## config.mk

```make
export PLATFORM = sky130hd
export DESIGN_NAME = sum_bcd_conv
export DESIGN_NICKNAME = d
export VERILOG_FILES = /design/src/rtl/sum_bcd_pkg.sv /design/src/rtl/bcd_digit_adj.sv /design/src/rtl/sum_bcd_conv.sv
export SDC_FILE = /design/constraint.sdc
export NUM_CORES = 1
export LEC_CHECK = 0
export CORE_MARGIN = 2
export CORE_UTILIZATION = 57
export CTS_BUF_LIST = sky130_fd_sc_hd__clkbuf_8
export CTS_CLUSTER_DIAMETER = 50
export CTS_CLUSTER_SIZE = 14
export DETAILED_ROUTE_END_ITERATION = 8
export GPL_ROUTABILITY_DRIVEN = 0
export HOLD_SLACK_MARGIN = 0.12
export PLACE_DENSITY = 0.89
export RECOVER_POWER = 25
export SYNTH_ARGS = -nofsm -noshare
export SYNTH_HDL_FRONTEND = slang
export SYNTH_SLANG_ARGS = --single-unit
export TNS_END_PERCENT = 20
```

## constraint.sdc

```tcl
create_clock -name clk -period 1.82 [get_ports clk]
set_input_delay 0.273 -clock clk [delete_from_list [all_inputs] [get_ports clk]]
set_output_delay 0.273 -clock clk [all_outputs]
set_load 0.05 [all_outputs]
```

## src/rtl/sum_bcd_pkg.sv

```systemverilog
// Shared types and constants for the sum-to-BCD conversion stage.
// Seven-segment patterns are active-low, bit order {g,f,e,d,c,b,a}.
package sum_bcd_pkg;

  localparam int unsigned DEF_WIDTH  = 8;
  localparam int unsigned DEF_DIGITS = 3;

  typedef enum logic [1:0] {
    ST_IDLE  = 2'd0,
    ST_SHIFT = 2'd1,
    ST_HOLD  = 2'd2
  } state_e;

  localparam logic [6:0] SEG_0     = 7'h40;
  localparam logic [6:0] SEG_1     = 7'h79;
  localparam logic [6:0] SEG_2     = 7'h24;
  localparam logic [6:0] SEG_3     = 7'h30;
  localparam logic [6:0] SEG_4     = 7'h19;
  localparam logic [6:0] SEG_5     = 7'h12;
  localparam logic [6:0] SEG_6     = 7'h02;
  localparam logic [6:0] SEG_7     = 7'h78;
  localparam logic [6:0] SEG_8     = 7'h00;
  localparam logic [6:0] SEG_9     = 7'h10;
  localparam logic [6:0] SEG_BLANK = 7'h7F;
  localparam logic [6:0] SEG_MINUS = 7'h3F;

  function automatic logic [6:0] seg_encode(input logic [3:0] d);
    logic [6:0] s;
    case (d)
      4'd0:    s = SEG_0;
      4'd1:    s = SEG_1;
      4'd2:    s = SEG_2;
      4'd3:    s = SEG_3;
      4'd4:    s = SEG_4;
      4'd5:    s = SEG_5;
      4'd6:    s = SEG_6;
      4'd7:    s = SEG_7;
      4'd8:    s = SEG_8;
      4'd9:    s = SEG_9;
      default: s = SEG_BLANK;
    endcase
    return s;
  endfunction

endpackage

```

## src/rtl/bcd_digit_adj.sv

```systemverilog
// Double-dabble correction cell: adds 3 to a BCD digit that is 5 or more.
module bcd_digit_adj (
  input  logic [3:0] din,
  output logic [3:0] dout
);

  assign dout = (din >= 4'd5) ? 4'(din + 4'd3) : din;

endmodule

```

## src/rtl/sum_bcd_conv.sv

```systemverilog
// Captures the adder result on done's rising edge and converts it to sign plus
// BCD digits by sequential shift-add-3. Optional SUM_BCD_CONV_SEG7_EN adds seg.
module sum_bcd_conv
  import sum_bcd_pkg::*;
#(
  parameter int unsigned WIDTH  = DEF_WIDTH,
  parameter int unsigned DIGITS = DEF_DIGITS
) (
  input  logic                  clk,
  input  logic                  reset,
  input  logic [WIDTH-1:0]      sum,
  input  logic                  mode,
  input  logic                  done,
  input  logic                  error,
  input  logic                  ack,
  output logic [4*DIGITS-1:0]   bcd,
  output logic                  neg,
  output logic                  err_out,
  output logic                  valid,
  output logic                  busy,
  output logic                  overrun
`ifdef SUM_BCD_CONV_SEG7_EN
  ,
  output logic [7*DIGITS:0]     seg
`endif
);

  localparam int unsigned BCD_W = 4 * DIGITS;
  localparam int unsigned CAT_W = BCD_W + WIDTH;
  localparam int unsigned CNT_W = $clog2(WIDTH);

  state_e             state_q, state_d;
  logic               done_q;
  logic [WIDTH-1:0]   mag_q, mag_d;
  logic [BCD_W-1:0]   dig_q, dig_d;
  logic [CNT_W-1:0]   cnt_q, cnt_d;
  logic               neg_pend_q, neg_pend_d;
  logic [BCD_W-1:0]   bcd_d;
  logic               neg_d, err_d, valid_d, busy_d, overrun_d;

  logic               capture;
  logic [BCD_W-1:0]   adj;
  logic [CAT_W-1:0]   shifted;

  assign capture = done & ~done_q;

  // One correction cell per digit, applied before each shift.
  for (genvar i = 0; i < DIGITS; i++) begin : g_adj
    bcd_digit_adj u_adj (
      .din  (dig_q[4*i +: 4]),
      .dout (adj[4*i +: 4])
    );
  end

  assign shifted = CAT_W'({adj, mag_q} << 1);

`ifdef SUM_BCD_CONV_SEG7_EN
  logic [7*DIGITS:0] seg_d;

  function automatic logic [7*DIGITS:0] seg_word(input logic [BCD_W-1:0] d,
                                                 input logic n);
    logic [7*DIGITS:0] w;
    w = '1;
    for (int i = 0; i < int'(DIGITS); i++) begin
      w[7*i +: 7] = seg_encode(d[4*i +: 4]);
    end
    w[7*DIGITS] = ~n;
    return w;
  endfunction
`endif

  always_comb begin
    state_d    = state_q;
    mag_d      = mag_q;
    dig_d      = dig_q;
    cnt_d      = cnt_q;
    neg_pend_d = neg_pend_q;
    bcd_d      = bcd;
    neg_d      = neg;
    err_d      = err_out;
    valid_d    = valid;
    busy_d     = busy;
    overrun_d  = overrun;
`ifdef SUM_BCD_CONV_SEG7_EN
    seg_d      = seg;
`endif

    case (state_q)
      ST_IDLE: begin
        if (capture) begin
          mag_d      = (mode && sum[WIDTH-1]) ? WIDTH'(~sum + 1'b1) : sum;
          dig_d      = '0;
          cnt_d      = '0;
          neg_pend_d = mode & sum[WIDTH-1];
          if (error) begin
            // Error results skip conversion and are presented as zero.
            state_d = ST_HOLD;
            bcd_d   = '0;
            neg_d   = 1'b0;
            err_d   = 1'b1;
            valid_d = 1'b1;
`ifdef SUM_BCD_CONV_SEG7_EN
            seg_d   = seg_word('0, 1'b0);
`endif
          end else begin
            state_d = ST_SHIFT;
            busy_d  = 1'b1;
          end
        end
      end

      ST_SHIFT: begin
        dig_d = shifted[CAT_W-1:WIDTH];
        mag_d = shifted[WIDTH-1:0];
        cnt_d = CNT_W'(cnt_q + 1'b1);
        if (capture) overrun_d = 1'b1;
        // Final shift lands directly in the output register.
        if (cnt_q == CNT_W'(WIDTH - 1)) begin
          bcd_d   = shifted[CAT_W-1:WIDTH];
          neg_d   = neg_pend_q;
          err_d   = 1'b0;
          valid_d = 1'b1;
          busy_d  = 1'b0;
          state_d = ST_HOLD;
`ifdef SUM_BCD_CONV_SEG7_EN
          seg_d   = seg_word(shifted[CAT_W-1:WIDTH], neg_pend_q);
`endif
        end
      end

      ST_HOLD: begin
        if (capture) overrun_d = 1'b1;
        if (ack) begin
          valid_d = 1'b0;
          state_d = ST_IDLE;
        end
      end

      default: state_d = ST_IDLE;
    endcase
  end

  always_ff @(posedge clk or negedge reset) begin
    if (!reset) begin
      state_q    <= ST_IDLE;
      done_q     <= 1'b0;
      mag_q      <= '0;
      dig_q      <= '0;
      cnt_q      <= '0;
      neg_pend_q <= 1'b0;
      bcd        <= '0;
      neg        <= 1'b0;
      err_out    <= 1'b0;
      valid      <= 1'b0;
      busy       <= 1'b0;
      overrun    <= 1'b0;
`ifdef SUM_BCD_CONV_SEG7_EN
      seg        <= '1;
`endif
    end else begin
      state_q    <= state_d;
      done_q     <= done;
      mag_q      <= mag_d;
      dig_q      <= dig_d;
      cnt_q      <= cnt_d;
      neg_pend_q <= neg_pend_d;
      bcd        <= bcd_d;
      neg        <= neg_d;
      err_out    <= err_d;
      valid      <= valid_d;
      busy       <= busy_d;
      overrun    <= overrun_d;
`ifdef SUM_BCD_CONV_SEG7_EN
      seg        <= seg_d;
`endif
    end
  end

endmodule

```

; Yosys cells after proc, flatten, opt, wreduce, memory -nomap -nowiden
; Index checks and enable logic that the tools add are counted.
; W data, S select, Z words.
[word_totals]
out_inout_bits = 17
inputBits = 14
register_bits = 44
wordCells = 77
[classes]
bitwise_logic = 4
eq_ne = 8
mux = 33
add_sub_neg = 5
n_reduce_logical = 12
magnitude_cmp = 3
[op_table]
columns = operator, n
row1 = $mux W12, 4
row2 = $pmux W12 S2, 2
row3 = $mux W8, 2
row4 = $pmux W8 S2, 1
row5 = $ge A4 B3 Y1 const B, 3
row6 = $mux W1, 10
row7 = $ne A2 B2 Y1 const B, 5
row8 = $add A4 B2 Y4 const B, 2
row9 = $add A8 B1 Y8 const B, 1
row10 = $mux W2, 4
row11 = $mux W4, 2
row12 = $not A8 Y8, 1
row13 = $reduce_and A4 Y1, 2
row14 = $mux W3, 2
row15 = $pmux W1 S2, 3
row16 = $pmux W2 S3, 1
row17 = $pmux W3 S2, 1
row18 = $reduce_and A2 Y1, 3
row19 = $reduce_and A5 Y1, 1
row20 = $add A3 B1 Y3 const B, 1
row21 = $add A3 B2 Y3 const B, 1
row22 = $eq A3 B3 Y1 const B, 1
row23 = $pmux W1 S3, 1
row24 = $reduce_and A3 Y1, 1
row25 = 9 further kinds, 10

; Depth between registers and ports, before layout
; Gate-level depths: netlist of run 1.
[depth]
ltp_word = 5
mapped_depth = 9
mapped_depth_nobuf = 6

; By module
; From an unflattened synthesis of run 1, not the netlist that was laid out.
[unflattened]
cells_unflattened = 247
hier_area_um2 = 2448.6
[modules_own_cells]
columns = module, n_inst, area_each_um2, seq_area_each_um2, cells_per_inst
row1 = sum_bcd_conv, 1, 2144.6, 1101.1, 199
row2 = bcd_digit_adj, 3, 101.3, 0.0, 16

; Least setup slack after synthesis of run 1
; No wires, ideal clock.
[synth_path]
path_type = flip-flop to flip-flop
startpoint = register state_q[1]
endpoint = register bcd[10]
path_buffers = 1
synth_period_minus_slack_ns = 1.589
path_stages_with_launch = 8
setup_slack_ns = 0.231
setup_ns = 0.076
t_required_ns = 1.744
arrival_ns = 1.513
cell_sequence = dfrtp_1 > inv_1 > ha_1 > buf_6 > nor2b_1 > a211o_1 > or2_1 > o21ai_1
[synth_between]
elab_chain_cells = 3
elab_cells_between_ends = 8
cone_classes = eq/ne: 4 / mux: 1 / reduce/logical: 3
[synth_rtl]
columns = item, line_no
row1 = "start, declared", sum_bcd_conv.sv:32  ; state_e state_q, state_d;
row2 = "start signal, assigned", sum_bcd_conv.sv:161  ; state_q <= state_d;
row3 = $eq A2 B1 Y1 or $logic_not A2 Y1 (tied branches), sum_bcd_conv.sv:88  ; case (state_q)
row4 = $ne A2 B2 Y1 (no line) or $reduce_bool A2 Y1 (tied branches), -
row5 = $reduce_and A4 Y1 (no line), -
row6 = "end signal, assigned", sum_bcd_conv.sv:151  ; bcd <= '0;
row7 = "end signal, assigned", sum_bcd_conv.sv:167  ; bcd <= bcd_d;
row8 = "end, declared", sum_bcd_conv.sv:16  ; output logic [4*DIGITS-1:0] bcd,
; Several ways; a longest one is shown, not always the timed one.
; A chain may end at the register's enable or synchronous reset.

; Worst setup path in the final report of run 1
[layout_path]
startpoint = register bcd[1]
endpoint = output port bcd[1]
; No word-level cell between the ends.

==> results of run 1 <==
==> state kept, by name, summed over array words and instances (netlist names) <==
signal      flops
neg_pend_q      1
mag_q           8
err_out         1
bcd            12
state_q         2
cnt_q           3
done_q          1
neg             1
dig_q          12
overrun         1
busy            1
valid           1
==> logic make-up after synthesis <==
kind of cell,share of synthesized area
buf+inv,0.0436
fa+ha+maj,0.0708
mux,0.0327
compound gates,0.191
xor+xnor,0.0343
flops,0.479
simple gates,0.148
==> synth_stat cells, types with 2 or more instances <==
master	number
nand2_1	36
o31ai_1	2
and2_1	3
nor3b_1	4
nor2b_1	6
a22oi_1	2
buf_2	5
ha_1	13
nand3b_1	2
o21ai_1	12
mux2i_1	3
mux2_2	4
clkbuf_1	3
nand3_1	4
a21o_1	4
nor2_1	9
o21ai_0	29
xnor2_1	9
nand2b_1	4
a21oi_1	11
o22ai_1	3
inv_1	12
nor3_1	2
a31oi_1	3
a22o_1	3
dfrtp_1	44
==> worst min path at each step <==
stage | cells after the start | slack (ns) | from | endpoint
after global routing | 1 | 0.50 | overrun | overrun
after floorplan | 0 | -0.02 | reset | bcd[0]
after detailed placement | 1 | 0.28 | reset | err_out
final | 1 | 0.47 | overrun | overrun
after CTS | 2 | 0.48 | reset | bcd[8]
after global placement | 1 | 0.27 | reset | bcd[7]
==> repair_timing <==
action | in CTS | in global routing
resized for setup | 1 | 4
endpoints found under the hold margin | 21 | 0
hold buffers | 1 | 0
setup endpoints to repair | 1 | 22
==> power groups by stage <==
stage               logic (mW)  registers [mW]  clock network (mW)
floorplan                0.859            1.42                   0
global placement          1.36            1.30                   0
detailed placement        1.42            1.31                   0
CTS                       1.44            1.29               0.780
global route              1.61            1.31               0.827
finish                    1.45            1.29               0.770
==> area by class of cell <==
type	count	area, um2
Timing Repair Buffer	43	415
Tap cell	50	62.6
Multi-Input combinational cell	176	1100
Fill cell	327	1100
Inverter	12	45.0
Sequential cell	44	1100
Clock inverter	3	46.3
Clock buffer	5	68.8
==> stage by stage <==
stage | cell area [um2] | util | power (mW)
finish | 2840 | 0.720 | 3.51
global route | 2840 | 0.720 | 3.75
CTS | 2830 | 0.718 | 3.51
detailed placement | 2700 | 0.685 | 2.73
global placement | 2700 | 0.685 | 2.66
floorplan | 2300 | - | 2.28
==> routing by layer <==
layer | GRT usage | wire length, um
met1 | 0.288 | 2080
met4 | 0.110 | 106
met3 | 0.0500 | 207
met5 | 0 | 0
met2 | 0.440 | 2460
==> reports/qor.yml, run 1 <==
setup_path:
  cp_num_cells: 1
  critPathRequiredTime_ns: 1.55
  critical-path-top-delay-family: "buffers and inverters"
  cp-startpoint: "bcd[1]"
  cp_max_fo: 2
  critPathMaxStageDelay_ns: 0.81
  worst-r2r-cell-count: 6
  rrSetupSlack_ns: 0.06
  reg2reg_from: "state_q[0]"
  cp.buffers_inverters: 1
  cp_cell_sequence: "clkdlybuf4s50_1"
  critPathSlowestCell: "clkdlybuf4s50_1"
  endpoint_kind: "output pin"
  reg2reg_to: "bcd[5]"
  startpoint_type: "register"
  crit_arrival_ns: 1.50
  endpoint: "bcd[1]"
  critPathKind: "reg -> out"
final_layout:
  area_delta_synth_final_pct: 23.6
  diodes: 0
  nets: 309
  drive_gt1_frac: 0.0989
  stdcell_count: 333
  layout_commonest_cell: "dfrtp_1"
  mostFrequentLayoutCells: "44 x dfrtp_1, 36 x nand2_1, 29 x o21ai_0"
timing:
  post-route-period-util: 0.973
  holdWs_ns: 0.471
  slew_viol_final: 0
  final-setup-viol-count: 0
  fin_skew_ns: 0.00780
  setup_slack_ns: 0.0490
  tightest_slew_ns: 1.26
  max_slew_margin: 0.158
  rsz0062_at_grt: "yes"
  max_freq_ghz: 0.565
  fin_crit_ns: 1.77
  fin_setup_tns_ns: 0
  hold_viol_final: 0
clock_network:
  postCtsSetupRepairBufs: 0
  clkSlewWorstSetupHoldPaths_ns: 0.09
  clock_latency_ns: 0.30
  clock_sinks: 44
  cts_buffers: 5
  tritoncts: "built"
  cts_htree_levels: 2
  max-clock-path-buffers: 2
  cts_root_buf: "clkbuf_8"
power:
  power.share.clock: 0.219
  p_sw_frac: 0.392
  p_switching_mw: 1.38
  power_frac_seq: 0.367
  internal_power_mw: 2.14
  vdd_drop_max_mv: 0.951
  leakagePower_nw: 1.24
  p_comb_frac: 0.414
  powerDensity_nw_per_um2: 1240
hold_path:
  min_path_type: "reg -> reg"
die:
  die_height_um: 67.5
  dieArea_um2: 4550
  die_x_um: 67.5
  core_area_um2: 3940
  rows: 23
  start_util: 0.583
  io_pins: 31
job:
  max-cap-violations: 0
placement:
  port_buffers: 30
  dp_hpwl_um: 3610
  dp_slack_ns: 0.0152
  placed_cells: 324
routing:
  wl_per_cell_um: 14.6
  drtPass1Iterations: 4
  wl_um: 4850
  drc: 0
  vias_per_cell: 5.62
  drtIter0Drc: 129
  vias: 1870
  antenna_left: 0
synth:
  yosysSeqAreaShare: 0.479
  synthArstFlopShare: 1.00
  synth_area_leaders: "dfrtp_1 48%, ha_1 7.1%, o21ai_0 6.3%, nand2_1 5.9%, xnor2_1 3.4%"
  synth_flop_cell: "dfrtp_1"
  ys_types: 36
  yosys.area.top_type_share: 0.479
  postSynthCellCount: 242
  synth_top_cell_by_area: "dfrtp_1"
  synth_edf_count: 0
  yosys_register_bits: 44
  netlist_area_um2: 2300
  yosysWarnings: 0
  syn_area_per_cell_um2: 9.49
  syn_nets: 269
global_routing:
  grt_max_degree: 24
  grt_usage: 0.248
  grt_pass1_vias: 1887
  grt_pass1_wl_um: 8340
  antenna_found_initial: 0
  overflow: 0
run_status:
  run_status: "finished, final reports clean"
Note: power is estimated with default switching activity, not from simulation.
==> inputs of run 2 (changes only) <==
clock period = 2 ns   (was 1.82 ns; I/O delays follow)
==> run 2 against run 1 <==
  * Utilization is 0.57 points lower
  * Register-to-register slack improved by 0.13 ns
  * Total power down 7.9%
  * Clock power increased by 3.0%
  * First-iteration DRC count is 47% higher
  * Critical path type is now reg -> reg
  * Non-clock buffer count down 4
==> reports/qor.yml, run 2 (synthesis results as in run 1) <==
clock_network:
  max-clock-path-buffers: 2  # unchanged
  cts_buffers: 5  # unchanged
  tritoncts: "built"  # unchanged
  clock_latency_ns: 0.30  # about the same
  cts_root_buf: "clkbuf_8"  # unchanged
  clock_sinks: 44  # unchanged
  postCtsSetupRepairBufs: 0  # unchanged
  clkSlewWorstSetupHoldPaths_ns: 0.08  # was 0.09 ns
  cts_htree_levels: 2  # unchanged
power:
  internal_power_mw: 2.02  # was 2.14 mW
  p_sw_frac: 0.376  # was 0.392
  power.share.clock: 0.245  # was 0.219
  power_frac_seq: 0.362  # was 0.367
  leakagePower_nw: 1.21  # was 1.24 nW
  vdd_drop_max_mv: 0.812  # was 0.951 mV
  powerDensity_nw_per_um2: 1150  # was 1240 nW/um2
  p_switching_mw: 1.22  # was 1.38 mW
  p_comb_frac: 0.393  # was 0.414
hold_path:
  min_path_type: "reg -> reg"  # unchanged
  holdCritStartpoint: "mag_q[2]"  # was overrun
  hold_path_depth: 2  # was 1
  holdPathEnd: "mag_q[2]"  # was overrun
placement:
  dp_hpwl_um: 3620  # was 3610 um
  port_buffers: 30  # unchanged
timing:
  hold_viol_final: 0  # unchanged
  fin_skew_ns: 0.00229  # was 0.00780 ns
  rsz0062_at_grt: "no"  # was yes
  max_slew_margin: 0.203  # was 0.158
  holdWs_ns: 0.484  # was 0.471 ns
  max_freq_ghz: 0.552
  slew_viol_final: 0  # unchanged
  fin_setup_tns_ns: 0  # unchanged
  post-route-period-util: 0.905
  final-setup-viol-count: 0  # unchanged
  fin_crit_ns: 1.81
  tightest_slew_ns: 1.20  # was 1.26 ns
setup_path:
  worst-r2r-cell-count: 7  # was 6
  crit_arrival_ns: 2.02  # was 1.50 ns
  startpoint_type: "register"  # unchanged
  reg2reg_to: "bcd[9]"  # was bcd[5]
  rrSetupSlack_ns: 0.19  # was 0.06 ns
  cp_max_fo: 18  # was 2
  critPathKind: "reg -> reg"  # was reg -> out
  reg2reg_from: "cnt_q[0]"  # was state_q[0]
  critPathRequiredTime_ns: 2.21  # was 1.55 ns
  endpoint_kind: "register"  # was output pin
routing:
  drc: 0  # unchanged
  wl_um: 4830  # was 4850 um
  antenna_left: 0  # unchanged
  drtPass1Iterations: 4  # unchanged
  drtIter0Drc: 190  # was 129
  vias_per_cell: 5.59  # was 5.62
  wl_per_cell_um: 14.7  # was 14.6 um
  vias: 1835  # was 1870
final_layout:
  num-fill-cells: 310  # was 327
  area_delta_synth_final_pct: 22.7  # was 23.6%
  layout_commonest_cell: "dfrtp_1"  # unchanged
  mostFrequentLayoutCells: "44 x dfrtp_1, 36 x nand2_1, 29 x o21ai_0"  # unchanged
  diodes: 0  # unchanged
  drive_gt1_frac: 0.0863  # was 0.0989
  nets: 305  # was 309
  largestRegisters: "bcd x12, dig_q x12, mag_q x8"  # unchanged
die:
  rows: 23  # unchanged
  dieArea_um2: 4550  # unchanged
  die_height_um: 67.5  # unchanged
  die_x_um: 67.5  # unchanged
  core_area_um2: 3940  # unchanged
  start_util: 0.583  # unchanged
  io_pins: 31  # unchanged
global_routing:
  overflow: 0  # unchanged
  grt_pass1_wl_um: 8470  # was 8340 um
  antenna_found_initial: 0  # unchanged
  grt_usage: 0.252  # was 0.248
  grt_max_degree: 25  # was 24
  grt_pass1_vias: 1873  # was 1887
run_status:
  run_status: "finished, final reports clean"  # unchanged
job:
  max-cap-violations: 0  # unchanged
-- run 2: cell types whose count changed in the layout (fill, tap and decap cells not counted) --
cell	previous run	this run
bufinv_16	1	2
ha_2	0	1
ha_1	13	12
clkdlybuf4s50_1	26	28
dlymetal6s2s_1	2	0
buf_6	1	0
buf_4	10	7
inv_6	1	0
clkinvlp_4	1	0
-- run 2: layout make-up --
cell class	instances	area [um2]	share of cell area
Clock inverter	2	60.1	0.0213
Tap cell	50	62.6	0.0222
Multi-Input combinational cell	176	1100	0.392
Sequential cell	44	1100	0.391
Clock buffer	5	68.8	0.0244
Timing Repair Buffer	39	377	0.134
Inverter	12	45.0	0.0160
-- run 2: critical path, stage by stage, from the launching register on --
cell and delay [ns]:
dfrtp_1 0.40, ha_1 0.22, ha_1 0.21, nor2b_1 0.20, a211o_1 0.28, buf_4 0.26, nand2_1 0.08, o31ai_1 0.06
-- run 2: how the worst max path moves through the flow --
stage | start | to | slack (ns) | cells past startpoint
final | cnt_q[0] | bcd[9] | 0.19 | 7
after global placement | state_q[1] | mag_q[6] | 0.16 | 7
after CTS | state_q[1] | mag_q[5] | 0.05 | 7
after floorplan | state_q[1] | bcd[10] | 0.41 | 7
after global routing | state_q[1] | dig_q[0] | 0.02 | 7
after detailed placement | state_q[1] | mag_q[5] | 0.11 | 7
-- run 2: power by group through the flow --
stage               clock network [mW]  logic (mW)  registers, mW
floorplan                            0       0.782           1.29
CTS                              0.797        1.26           1.17
detailed placement                   0        1.25           1.19
global route                     0.828        1.41           1.19
finish                           0.793        1.27           1.17
global placement                     0        1.21           1.18
-- run 2: per-layer routing --
layer / part of all wire / vias up / GRT usage
met1: 0.44 / 868 / 0.302
li1: - / 906 / -
met3: 0.035 / 11 / 0.0567
met4: 0.020 / 0 / 0.0842
met2: 0.50 / 50 / 0.445
met5: 0 / - / 0
-- run 2: timing repair --
item / in CTS / in global routing
hold endpoints to repair: 20 / 0
hold buffers: 1 / 0
endpoints found under the setup margin: 0 / 9
resized for setup: 0 / 3
-- run 2: per-stage QoR --
stage | instance area (um2) | utilization | worst slack, ns | instances | total power, mW
4_1_cts | 2810 | 0.713 | 0.0527 | 328 | 3.23
6_report | 2820 | 0.715 | 0.189 | 328 | 3.24
3_5_place_dp | 2670 | 0.678 | 0.106 | 320 | 2.44
2_1_floorplan | 2300 | - | 0.411 | 242 | 2.07
3_3_place_gp | 2670 | 0.678 | 0.161 | 320 | 2.39
5_1_grt | 2820 | 0.715 | 0.0156 | 328 | 3.44
